## src/rtl/seq_mult_pkg.sv

```systemverilog
// rtl/seq_mult_pkg.sv - shared state encoding and sizing helper for seq_shift_add_mult
package seq_mult_pkg;

   typedef enum logic [1:0] {
      IDLE = 2'd0,
      RUN  = 2'd1,
      DONE = 2'd2
   } state_t;

   // Counter width able to hold values 0..n.
   function automatic int cnt_w(input int n);
      return $clog2(n + 1);
   endfunction

endpackage

```

## src/rtl/mul_abs_conv.sv

```systemverilog
// rtl/mul_abs_conv.sv - magnitude/sign split of an optionally two's-complement operand
module mul_abs_conv #(
   parameter int W = 8
) (
   input  logic [W-1:0] value,
   input  logic         signed_mode,
   output logic [W-1:0] mag,
   output logic         sign
);

   // The most-negative value maps to 2^(W-1), which still fits unsigned in W bits.
   assign sign = signed_mode & value[W-1];
   assign mag  = sign ? (-value) : value;

endmodule

```

## src/rtl/seq_shift_add_mult.sv

```systemverilog
// rtl/seq_shift_add_mult.sv - multi-cycle shift-and-add multiplier with valid/ready handshakes
module seq_shift_add_mult
   import seq_mult_pkg::*;
#(
   parameter int M          = 8,
   parameter int N          = 8,
   parameter int EARLY_EXIT = 0
) (
   input  logic           clk,
   input  logic           rst_n,
   input  logic           in_valid,
   output logic           in_ready,
   input  logic [M-1:0]   a,
   input  logic [N-1:0]   b,
   input  logic           signed_mode,
   output logic           out_valid,
   input  logic           out_ready,
   output logic [M+N-1:0] product,
   output logic           busy
);

   localparam int W  = M + N;
   localparam int CW = cnt_w(N);

   state_t         state;
   logic [W-1:0]   acc;
   logic [W-1:0]   mcand;
   logic [N-1:0]   mult;
   logic [CW-1:0]  cnt;
   logic           neg;

   logic [M-1:0]   a_mag;
   logic           a_sign;
   logic [N-1:0]   b_mag;
   logic           b_sign;

   logic [W-1:0]   acc_next;
   logic [N-1:0]   mult_next;
   logic           last;

   mul_abs_conv #(.W(M)) u_abs_a (
      .value       (a),
      .signed_mode (signed_mode),
      .mag         (a_mag),
      .sign        (a_sign)
   );

   mul_abs_conv #(.W(N)) u_abs_b (
      .value       (b),
      .signed_mode (signed_mode),
      .mag         (b_mag),
      .sign        (b_sign)
   );

   always_comb begin
      acc_next  = acc + (mult[0] ? mcand : '0);
      mult_next = mult >> 1;
      last      = (cnt == CW'(N - 1)) || ((EARLY_EXIT != 0) && (mult_next == '0));
   end

   always_ff @(posedge clk or negedge rst_n) begin
      if (!rst_n) begin
         state   <= IDLE;
         acc     <= '0;
         mcand   <= '0;
         mult    <= '0;
         cnt     <= '0;
         neg     <= 1'b0;
         product <= '0;
      end else begin
         case (state)
            IDLE: begin
               if (in_valid) begin
                  neg   <= a_sign ^ b_sign;
                  mcand <= {{N{1'b0}}, a_mag};
                  mult  <= b_mag;
                  acc   <= '0;
                  cnt   <= '0;
                  state <= RUN;
               end
            end
            RUN: begin
               acc   <= acc_next;
               mcand <= mcand << 1;
               mult  <= mult_next;
               cnt   <= cnt + CW'(1);
               if (last) begin
                  // Sign is applied once on the full-width magnitude, modulo 2^(M+N).
                  product <= neg ? (-acc_next) : acc_next;
                  state   <= DONE;
               end
            end
            DONE: begin
               if (out_ready) begin
                  state <= IDLE;
               end
            end
            default: state <= IDLE;
         endcase
      end
   end

   assign in_ready  = (state == IDLE);
   assign out_valid = (state == DONE);
   assign busy      = (state != IDLE);

endmodule

```

## config.mk

```make
export PLATFORM = sky130hd
export DESIGN_NAME = seq_shift_add_mult
export DESIGN_NICKNAME = d
export VERILOG_FILES = /design/src/rtl/seq_mult_pkg.sv /design/src/rtl/mul_abs_conv.sv /design/src/rtl/seq_shift_add_mult.sv
export SDC_FILE = /design/constraint.sdc
export NUM_CORES = 1
export LEC_CHECK = 0
export BUFFER_PORTS_ARGS = -buffer_cell sky130_fd_sc_hd__buf_2
export CELL_PAD_IN_SITES_DETAIL_PLACEMENT = 1
export CELL_PAD_IN_SITES_GLOBAL_PLACEMENT = 1
export CORE_AREA = 2 2 103 105
export CTS_CLUSTER_DIAMETER = 40
export DETAILED_ROUTE_END_ITERATION = 7
export DIE_AREA = 0 0 105 107
export PLACE_DENSITY = 0.68
export SYNTH_ARGS = -nofsm -noshare
export SYNTH_HDL_FRONTEND = slang
export SYNTH_SLANG_ARGS = --single-unit
export TNS_END_PERCENT = 50
```

## constraint.sdc

```tcl
create_clock -name clk -period 4.4 [get_ports clk]
set_input_delay 0.88 -clock clk [delete_from_list [all_inputs] [get_ports clk]]
set_output_delay 0.88 -clock clk [all_outputs]
set_load 0.1 [all_outputs]
```

# Word-level counts from Yosys, hierarchy flattened

Index checks and enable logic that the tools add are counted.

Reduce and logical (&&, ||, !) cells: 7
Eq/ne operators: 6
Bitwise logic cells: 3
Add/sub/neg operators: 5
Muxes and demuxes: 16

Operators with widths:

| operator            | number |
|---|---|
| $mux 16             | 4 |
| $pmux 16 s2         | 2 |
| $mux 8              | 3 |
| $add 16x16->16      | 1 |
| $neg 16->16         | 1 |
| $neg 8->8           | 2 |
| $pmux 8 s2          | 1 |
| $pmux 4 s2          | 1 |
| $mux 2              | 3 |
| $pmux 2 s3          | 1 |
| $reduce_and 2->1    | 3 |
| $add 4x1->4 const B | 1 |
| $eq 4x3->1 const B  | 1 |
| $mux 4              | 1 |
| $ne 2x2->1 const B  | 2 |
| $reduce_bool 2->1   | 2 |
| $reduce_and 3->1    | 1 |
| $and 1x1->1         | 2 |
| $eq 2x1->1 const B  | 1 |
| $eq 2x2->1 const B  | 1 |
| $logic_not 2->1     | 1 |
| $ne 2x1->1 const B  | 1 |
| $xor 1x1->1         | 1 |

Input bits: 21
Output and inout port bits: 19
Bits in registers: 63

# Depth between registers and ports, before layout

Gate-level depths: netlist (run 1).

Depth after elaboration: 4
Depth in mapped cells: 12

# Cells and area by module

A second synthesis (run 1) with hierarchy kept.

Cell total of the unflattened synthesis: 474
Area total of the unflattened synthesis: 4,060.1 µm²

Modules (own cells, without submodules):

| module             | times used | area an instance (µm²) | cells each | seq. area each (µm²) |
|---|---|---|---|---|
| seq_shift_add_mult | 1          | 3,752.3                | 424        | 1,576.5 |
| mul_abs_conv       | 2          | 153.9                  | 25         | 0.0 |

# Worst setup path after synthesis (run 1)

OpenSTA, ideal clock, no wires.

Path type: reg-to-output
Start: register state[0]
End: output busy
Cell stages (with the launch flop): 3
Required time: 3,520 ps
Path buffers: 0
Arrival time: 2,688 ps
Slack: 832 ps
Cell sequence: dfrtp_1 > nor2_1 > inv_1

Cells in the longest elaborated chain, start to end: 1

Ends and longest elaborated chain:

| what                     | RTL line                  | RTL |
|---|---|---|
| start: declaration       | seq_shift_add_mult.sv:25  | `state_t state;` |
| start signal: assignment | seq_shift_add_mult.sv:63  | `state <= IDLE;` |
| start signal: assignment | seq_shift_add_mult.sv:79  | `state <= RUN;` |
| start signal: assignment | seq_shift_add_mult.sv:90  | `state <= DONE;` |
| $reduce_bool 2->1        | seq_shift_add_mult.sv:105 | `assign busy = (state != IDLE);` |
| end: declaration         | seq_shift_add_mult.sv:19  | `output logic busy` |

Every way passes these cells.

# Worst setup path in the final report (run 1)

Start: register mult[0]
End: register product[14]

Cells in the longest elaborated chain, start to end: 4

Ends and longest elaborated chain:

| what                     | RTL line                 | RTL |
|---|---|---|
| start: declaration       | seq_shift_add_mult.sv:28 | `logic [N-1:0] mult;` |
| start signal: assignment | seq_shift_add_mult.sv:76 | `mult <= b_mag;` |
| start signal: assignment | seq_shift_add_mult.sv:85 | `mult <= mult_next;` |
| $mux 16 (*)              | seq_shift_add_mult.sv:56 | `acc_next = acc + (mult[0] ? mcand : '0);` |
| $add 16x16->16 (*)       | seq_shift_add_mult.sv:56 |  |
| $neg 16->16              | seq_shift_add_mult.sv:89 | `product <= neg ? (-acc_next) : acc_next;` |
| $mux 16 (*)              | seq_shift_add_mult.sv:89 |  |
| end signal: assignment   | seq_shift_add_mult.sv:89 |  |
| end: declaration         | seq_shift_add_mult.sv:18 | `output logic [M+N-1:0] product,` |

Mark *: on every way between the ends. The rest lies on a longest branch, timed or not.
A chain may end at the register's enable or synchronous reset.

==> results.tsv, run 1 <==
stage	metric	value	unit
floorplanning	Die Y	107	µm
sta	Setup-failing EPs final	0	
logic_synthesis	Primary FF master, synth	dfrtp_1	
logic_synthesis	#FFs+latches synth	63	
run	maxcap violations	0	
routing	Final ANT Viol Nets	0	
routing	vias per cell	5.33	
sta	RSZ-0062 raised after global routing	no	
floorplanning	die area	11200	µm²
power	sequential power share	28.9	%
sta	fin crit period	3.68	ns
power	Pleak	2.11	nW
cells_and_area	Area Growth Syn to Fin	12.9	%
critical_path	crit path max fanout	17	
clock_network	CTS tree	done	
floorplanning	std cell rows	37	
floorplanning	io pins	40	
critical_path	CP required	4.70	ns
sta	setup_tns	0	ns
critical_path	data arrival time of the critical path	3.98	ns
logic_synthesis	most frequent cell after synthesis	nand2_1	
clock_network	postcts setup bufs	0	
logic_synthesis	Synth Instances	459	
sta	post-route setup slack	0.715	ns
grt	met3 Track Usage GR	3.16	%
power	Pwr Total	3.52	mW
power	combinational fraction of design power	58.2	%
placed_design	worst slack at placement	0.675	ns
critical_path	CP max stage delay	0.78	ns
cells_and_area	proportion of layout cells with a drive suffix above 1	13.9	%
clock_network	Resized cells post-CTS	0	
grt	first-pass GRT wire length	16.0	mm
clock_network	CTS Buf Count	9	
critical_path	critical path's slowest cell	a2111oi_0	
clock_network	worst-case clock buffer depth	2	
power	Clock Power Share	12.9	%
sta	Final Hold Vio Count	0	
power	P_sw	1.87	mW
clock_network	CTS root buffer	clkbuf_8	
critical_path	Crit Path Class	reg2reg	
sta	final max-slew violation count	0	
grt	vias in the first global route	3465	
grt	gr usage total	17.7	%
floorplanning	die width	105	µm
cells_and_area	n_diodes	0	
routing	DRC	0	
cells_and_area	Final nets	535	
logic_synthesis	asr flop ratio synth	100	%
routing	starting DRC count in detailed routing	65	
logic_synthesis	number of synthesis warnings	0	
sta	Max-slew headroom	32.7	%
sta	FMAX	271	MHz
logic_synthesis	cell taking the most area after synthesis	dfrtp_1	
sta	Final Cycle Share	83.7	%
logic_synthesis	EDFF count, synth	0	
grt	M2 GR Usage	29.8	%
logic_synthesis	top cells by count, synth	77 x nand2_1, 63 x dfrtp_1, 45 x o21ai_0	
clock_network	clk slew on worst S/H paths	0.07	ns
placed_design	number of buffers added on ports	39	
routing	WL per Instance	14.6	µm
routing	via count	3381	
logic_synthesis	largest cells by area after synthesis	dfrtp_1 40%, nand2_1 7.3%, ha_1 6.0%	
clock_network	H-tree levels	3	
power	Switching Fraction	53.3	%
placed_design	GPL Wtd Cong	0.876	
grt	grt met1 use	22.9	%
grt	GRT overflow	0	
floorplanning	Initial Util	39.1	%
sta	Slew @ Worst Pin	1.01	ns
logic_synthesis	register area share after synthesis	39.9	%
critical_path	Startpoint Class	flip-flop	
clock_network	worst-skew pair later-pin latency	0.36	ns
power	IR drop worst, VDD	0.321	mV
placed_design	Post-DP HPWL	6.92	mm
grt	initial antenna violation count	0	
clock_network	CTS Sinks	63	
min_path	Tightest Hold Check Type	reg2reg	
logic_synthesis	Synthesized Nets	500	
routing	DR pass1 iterations	4	
critical_path	critical path, cell by cell	and2_1, ha_1, a21oi_1, a2111oi_0, nor3_1, xor2_1, or4b_4, nor4_2, mux2_1, nand2_1	
cells_and_area	Layout Utilization	44.2	%
logic_synthesis	synthesized area	3950	µm²
power	Internal Power	1.64	mW
routing	Routed WL	9.28	mm
logic_synthesis	Distinct cells, synth	50	
clock_network	Post-CTS Hold Buffers	0	
logic_synthesis	mean post-synth cell area	8.60	µm²
power	Pwr Density	788	nW/µm²
floorplanning	core area	10100	µm²
sta	clk_skew	0.0156	ns
grt	largest net degree at the start of global routing	47	
grt	busiest grt layer	met2	
logic_synthesis	post-synth top area share	39.9	%
outcome	result of the run	finished, final reports clean	
critical_path	CP Capture Type	flip-flop	
cells_and_area	Fillers	1266	
==> through the flow <==
step	cell area, µm²	hold WS, ns	cells
2_1_floorplan	3950	0.452	459
3_3_place_gp	4290	0.457	619
3_5_place_dp	4290	0.467	619
4_1_cts	4460	0.483	634
5_1_grt	4460	0.500	634
6_report	4460	0.476	634
==> cell type report <==
type | instances | area, µm² | area share, %
sequential | 63 | 1580 | 35.4
tap | 136 | 170 | 3.82
multi-input combinational | 361 | 2240 | 50.3
clock buffer | 10 | 138 | 3.09
timing repair buffer | 46 | 248 | 5.56
inverter | 13 | 48.8 | 1.09
clock inverter | 5 | 35.0 | 0.786
==> power by group through the flow <==
stage	clock, mW	sequential (mW)	combinational, mW
after floorplan	0	1.41	1.22
after global placement	0	1.02	2.02
after CTS	0.467	1.02	2.07
after global routing	0.494	1.05	2.26
after detailed placement	0	1.03	2.06
final	0.454	1.02	2.04
==> layer usage <==
layer / vias up / share of wire (%)
li1: 1696 / -
met1: 1615 / 49
met2: 62 / 46
met3: 8 / 3.4
met4: 0 / 1.4
met5: - / 0
==> flip-flops by register name, summed over array words and instances (netlist names) <==
register,count
acc,16
cnt,4
mcand,16
mult,8
neg,1
product,16
state,2
==> cells by family after synthesis <==
group,Yosys count,synth area share [%]
and+or+nand+nor,177,21.2
buffers and inverters,35,3.36
AOI/OAI and AO/OA,124,19.8
muxes,7,1.84
xor gates and xnor gates,33,7.32
adders and majority gates,20,6.53
DFF,63,39.9
==> layout by cell type, fill, tap and decap left out, drive strengths merged, types with 8 or more instances in the layout <==
cell type / instances
a21oi: 14
and2: 18
dfrtp: 63
buf: 46
inv: 13
xor2: 15
or3: 8
a21o: 9
o21ai: 57
a22oi: 15
ha: 19
xnor2: 18
nand3: 26
nand2: 77
clkbuf: 10
nor2: 23
==> critical path: cells and delay by family (launching register included) <==
family / cells / cell delay, ns
compound gates: 2 / 0.90
xor+xnor: 1 / 0.26
fa+ha+maj: 1 / 0.35
flops: 1 / 0.53
mux: 1 / 0.35
simple gates: 5 / 1.24
==> final timing paths <==
path / slack, ns / start / cells past startpoint / endpoint
hold reg to reg: 0.48 / product[4] / 2 / product[4]
min in group asynchronous: 0.69 / rst_n / 1 / product[0]
hold / removal: 0.48 / product[4] / 2 / product[4]
setup / recovery: 0.72 / mult[0] / 10 / product[14]
max in group asynchronous: 2.87 / rst_n / 2 / acc[6]
setup reg to reg: 0.72 / mult[0] / 10 / product[14]
No activity file was read; power rests on OpenSTA's default activity.
==> inputs of run 2 (changes only) <==
==> constraint.sdc (replaced) <==
create_clock -name clk -period 3.7 [get_ports clk]
set_input_delay 0.74 -clock clk [delete_from_list [all_inputs] [get_ports clk]]
set_output_delay 0.74 -clock clk [all_outputs]
set_load 0.1 [all_outputs]
==> run 2 against run 1 <==
Non-clock buffer count grew 3. Largest cell class unchanged. Count of clock-buffer cells in the layout is the same. Clock power grew 69%.
==> results.tsv, run 2 (synthesis results as in run 1) <==
stage	metric	value	unit	change
outcome	result of the run	finished, final reports clean		
power	P_sw	2.26	mW	+21%
floorplanning	core area	10100	µm²	unchanged
power	Switching Fraction	50.8	%	-2.5 points
cells_and_area	Fillers	1253		-1.0%
clock_network	postcts setup bufs	0		unchanged
routing	Final ANT Viol Nets	0		unchanged
power	Pleak	2.18	nW	+3.3%
sta	setup_tns	0	ns	unchanged
sta	fin crit period	3.44	ns	-0.241 ns
sta	Min Hold Slack	0.385	ns	-0.0909 ns
sta	clk_skew	0.0103	ns	-0.00536 ns
critical_path	Crit Path Class	reg2reg		
sta	Final Hold Vio Count	0		unchanged
floorplanning	Die Y	107	µm	unchanged
power	Pwr Total	4.44	mW	+26%
power	Internal Power	2.18	mW	+33%
cells_and_area	most common cell after layout, fill and taps aside	nand2_1		
critical_path	CP required	3.94	ns	-0.76 ns
power	Pwr Density	971	nW/µm²	+23%
clock_network	Resized cells post-CTS	0		unchanged
cells_and_area	Sequential Area	1580	µm²	unchanged
min_path	Tightest Hold Check Type	in2async		
routing	vias per cell	5.34		about the same
sta	FMAX	290	MHz	+7.0%
cells_and_area	area of the multi-input gates	2240	µm²	unchanged
critical_path	data arrival time of the critical path	3.68	ns	-0.30 ns
critical_path	crit path max fanout	10		-7
clock_network	worst-skew pair later-pin latency	0.36	ns	about the same
grt	initial antenna violation count	0		unchanged
cells_and_area	Area Growth Syn to Fin	15.8	%	
routing	Routed WL	9.39	mm	+1.2%
floorplanning	std cell rows	37		unchanged
placed_design	dpl cells	622		+0.48%
sta	Max-slew headroom	35.2	%	+2.6 points
clock_network	CTS Sinks	63		unchanged
sta	RSZ-0062 raised after global routing	no		
power	Clock Power Share	17.3	%	+4.4 points
cells_and_area	post-route cell area	4570	µm²	+2.6%
cells_and_area	n_diodes	0		unchanged
routing	WL per Instance	14.7	µm	+0.59%
sta	Final Cycle Share	93.1	%	+9.3 points
clock_network	clk slew on worst S/H paths	0.07	ns	about the same
critical_path	R2R depth	11		+1
cells_and_area	Final nets	538		+0.56%
routing	DRC	0		unchanged
power	IR drop worst, VDD	0.422	mV	+32%
grt	vias in the first global route	3435		-0.87%
clock_network	CTS root buffer	clkbuf_8		
critical_path	crit path from	mult[0]		
placed_design	Area after DPL	4320	µm²	+0.82%
placed_design	Post-DP HPWL	6.97	mm	+0.69%
power	sequential power share	27.1	%	-1.8 points
critical_path	Startpoint Class	flip-flop		
cells_and_area	proportion of layout cells with a drive suffix above 1	14.5	%	+0.69 points
clock_network	worst-case clock buffer depth	2		unchanged
clock_network	CTS Buf Count	9		unchanged
power	combinational fraction of design power	55.6	%	-2.6 points
floorplanning	die width	105	µm	unchanged
sta	final max-slew violation count	0		unchanged
cells_and_area	most frequent cells in the layout	77 x nand2_1, 63 x dfrtp_1, 44 x o21ai_0, 39 x buf_2, 26 x nand3_1		
grt	first-pass GRT wire length	16.3	mm	+2.0%
critical_path	R2R Path Start	mult[0]		
floorplanning	io pins	40		unchanged
critical_path	CP Capture Type	flip-flop		
cells_and_area	final std cells w/o fill	638		+0.63%
clock_network	H-tree levels	3		unchanged
placed_design	GPL Wtd Cong	0.857		-2.1%
grt	largest net degree at the start of global routing	64		+36%
floorplanning	Initial Util	39.1	%	unchanged
run	maxcap violations	0		unchanged
routing	starting DRC count in detailed routing	136		+110%
clock_network	CTS tree	done		
routing	via count	3404		+0.68%
routing	DR pass1 iterations	4		unchanged
grt	gr usage total	18.1	%	+0.39 points
clock_network	Post-CTS Hold Buffers	0		unchanged
cells_and_area	biggest regs	acc (16), mcand (16), product (16)		
grt	GRT overflow	0		unchanged
sta	Slew @ Worst Pin	0.969	ns	-0.0412 ns
sta	Setup-failing EPs final	0		unchanged
placed_design	number of buffers added on ports	39		unchanged
floorplanning	die area	11200	µm²	unchanged
run 2: changes by cell type in the layout (fill, tap and decap cells not counted):
cell / change
clkinvlp_4: -4
bufinv_16: +3
buf_4: +2
clkinv_4: +2
buf_12: +1
clkinv_2: -1
inv_6: +1
o21ai_0: -1
o21ai_1: +1
run 2: path summary, 6_finish.rpt:
path	slack [ns]	end
max in group asynchronous	3.03	mcand[5]
worst min-delay path	0.38	product[0]
worst max-delay path	0.26	product[15]
worst max register to register	0.26	product[15]
worst min register to register	0.48	product[5]
min in group clk	0.48	product[5]
run 2: layer usage:
| metal | global-route usage [%] | wire (µm) |
|---|---|---|
| met2 | 29.8 | 4360 |
| met1 | 24.1 | 4550 |
| met3 | 2.43 | 290 |
| met4 | 7.43 | 184 |
| met5 | 0 | 0 |
run 2: worst max-delay path, stage by stage, from the launching register on:
cell,delay (ns)
dfrtp_1,0.45
and2_1,0.19
ha_1,0.20
fa_1,0.41
a21o_1,0.21
a221oi_2,0.31
o21ai_1,0.17
xor2_1,0.18
or4b_4,0.61
nor4_2,0.31
mux2i_1,0.22
nand2_1,0.06
run 2: through the flow:
stage | setup WS (ns) | utilization (%)
3_3_place_gp | 0.265 | 42.8
2_1_floorplan | 0.272 | -
4_1_cts | 0.215 | 45.3
3_5_place_dp | 0.217 | 42.8
5_1_grt | 0.0545 | 45.3
6_report | 0.256 | 45.3
run 2: final cells by class:
cell class,instances,share of cell area (%)
inverter,13,1.07
timing repair buffer,49,6.18
tap,136,3.72
multi-input combinational,361,49.0
clock inverter,6,2.54
sequential,63,34.5
clock buffer,10,3.01
run 2: power by group through the flow:
stage	Combinational [mW]	Sequential [mW]	Clock [mW]
floorplan	1.45	1.68	0
global placement	2.44	1.20	0
detailed placement	2.49	1.21	0
CTS	2.50	1.20	0.784
global route	2.75	1.25	0.812
finish	2.47	1.20	0.768
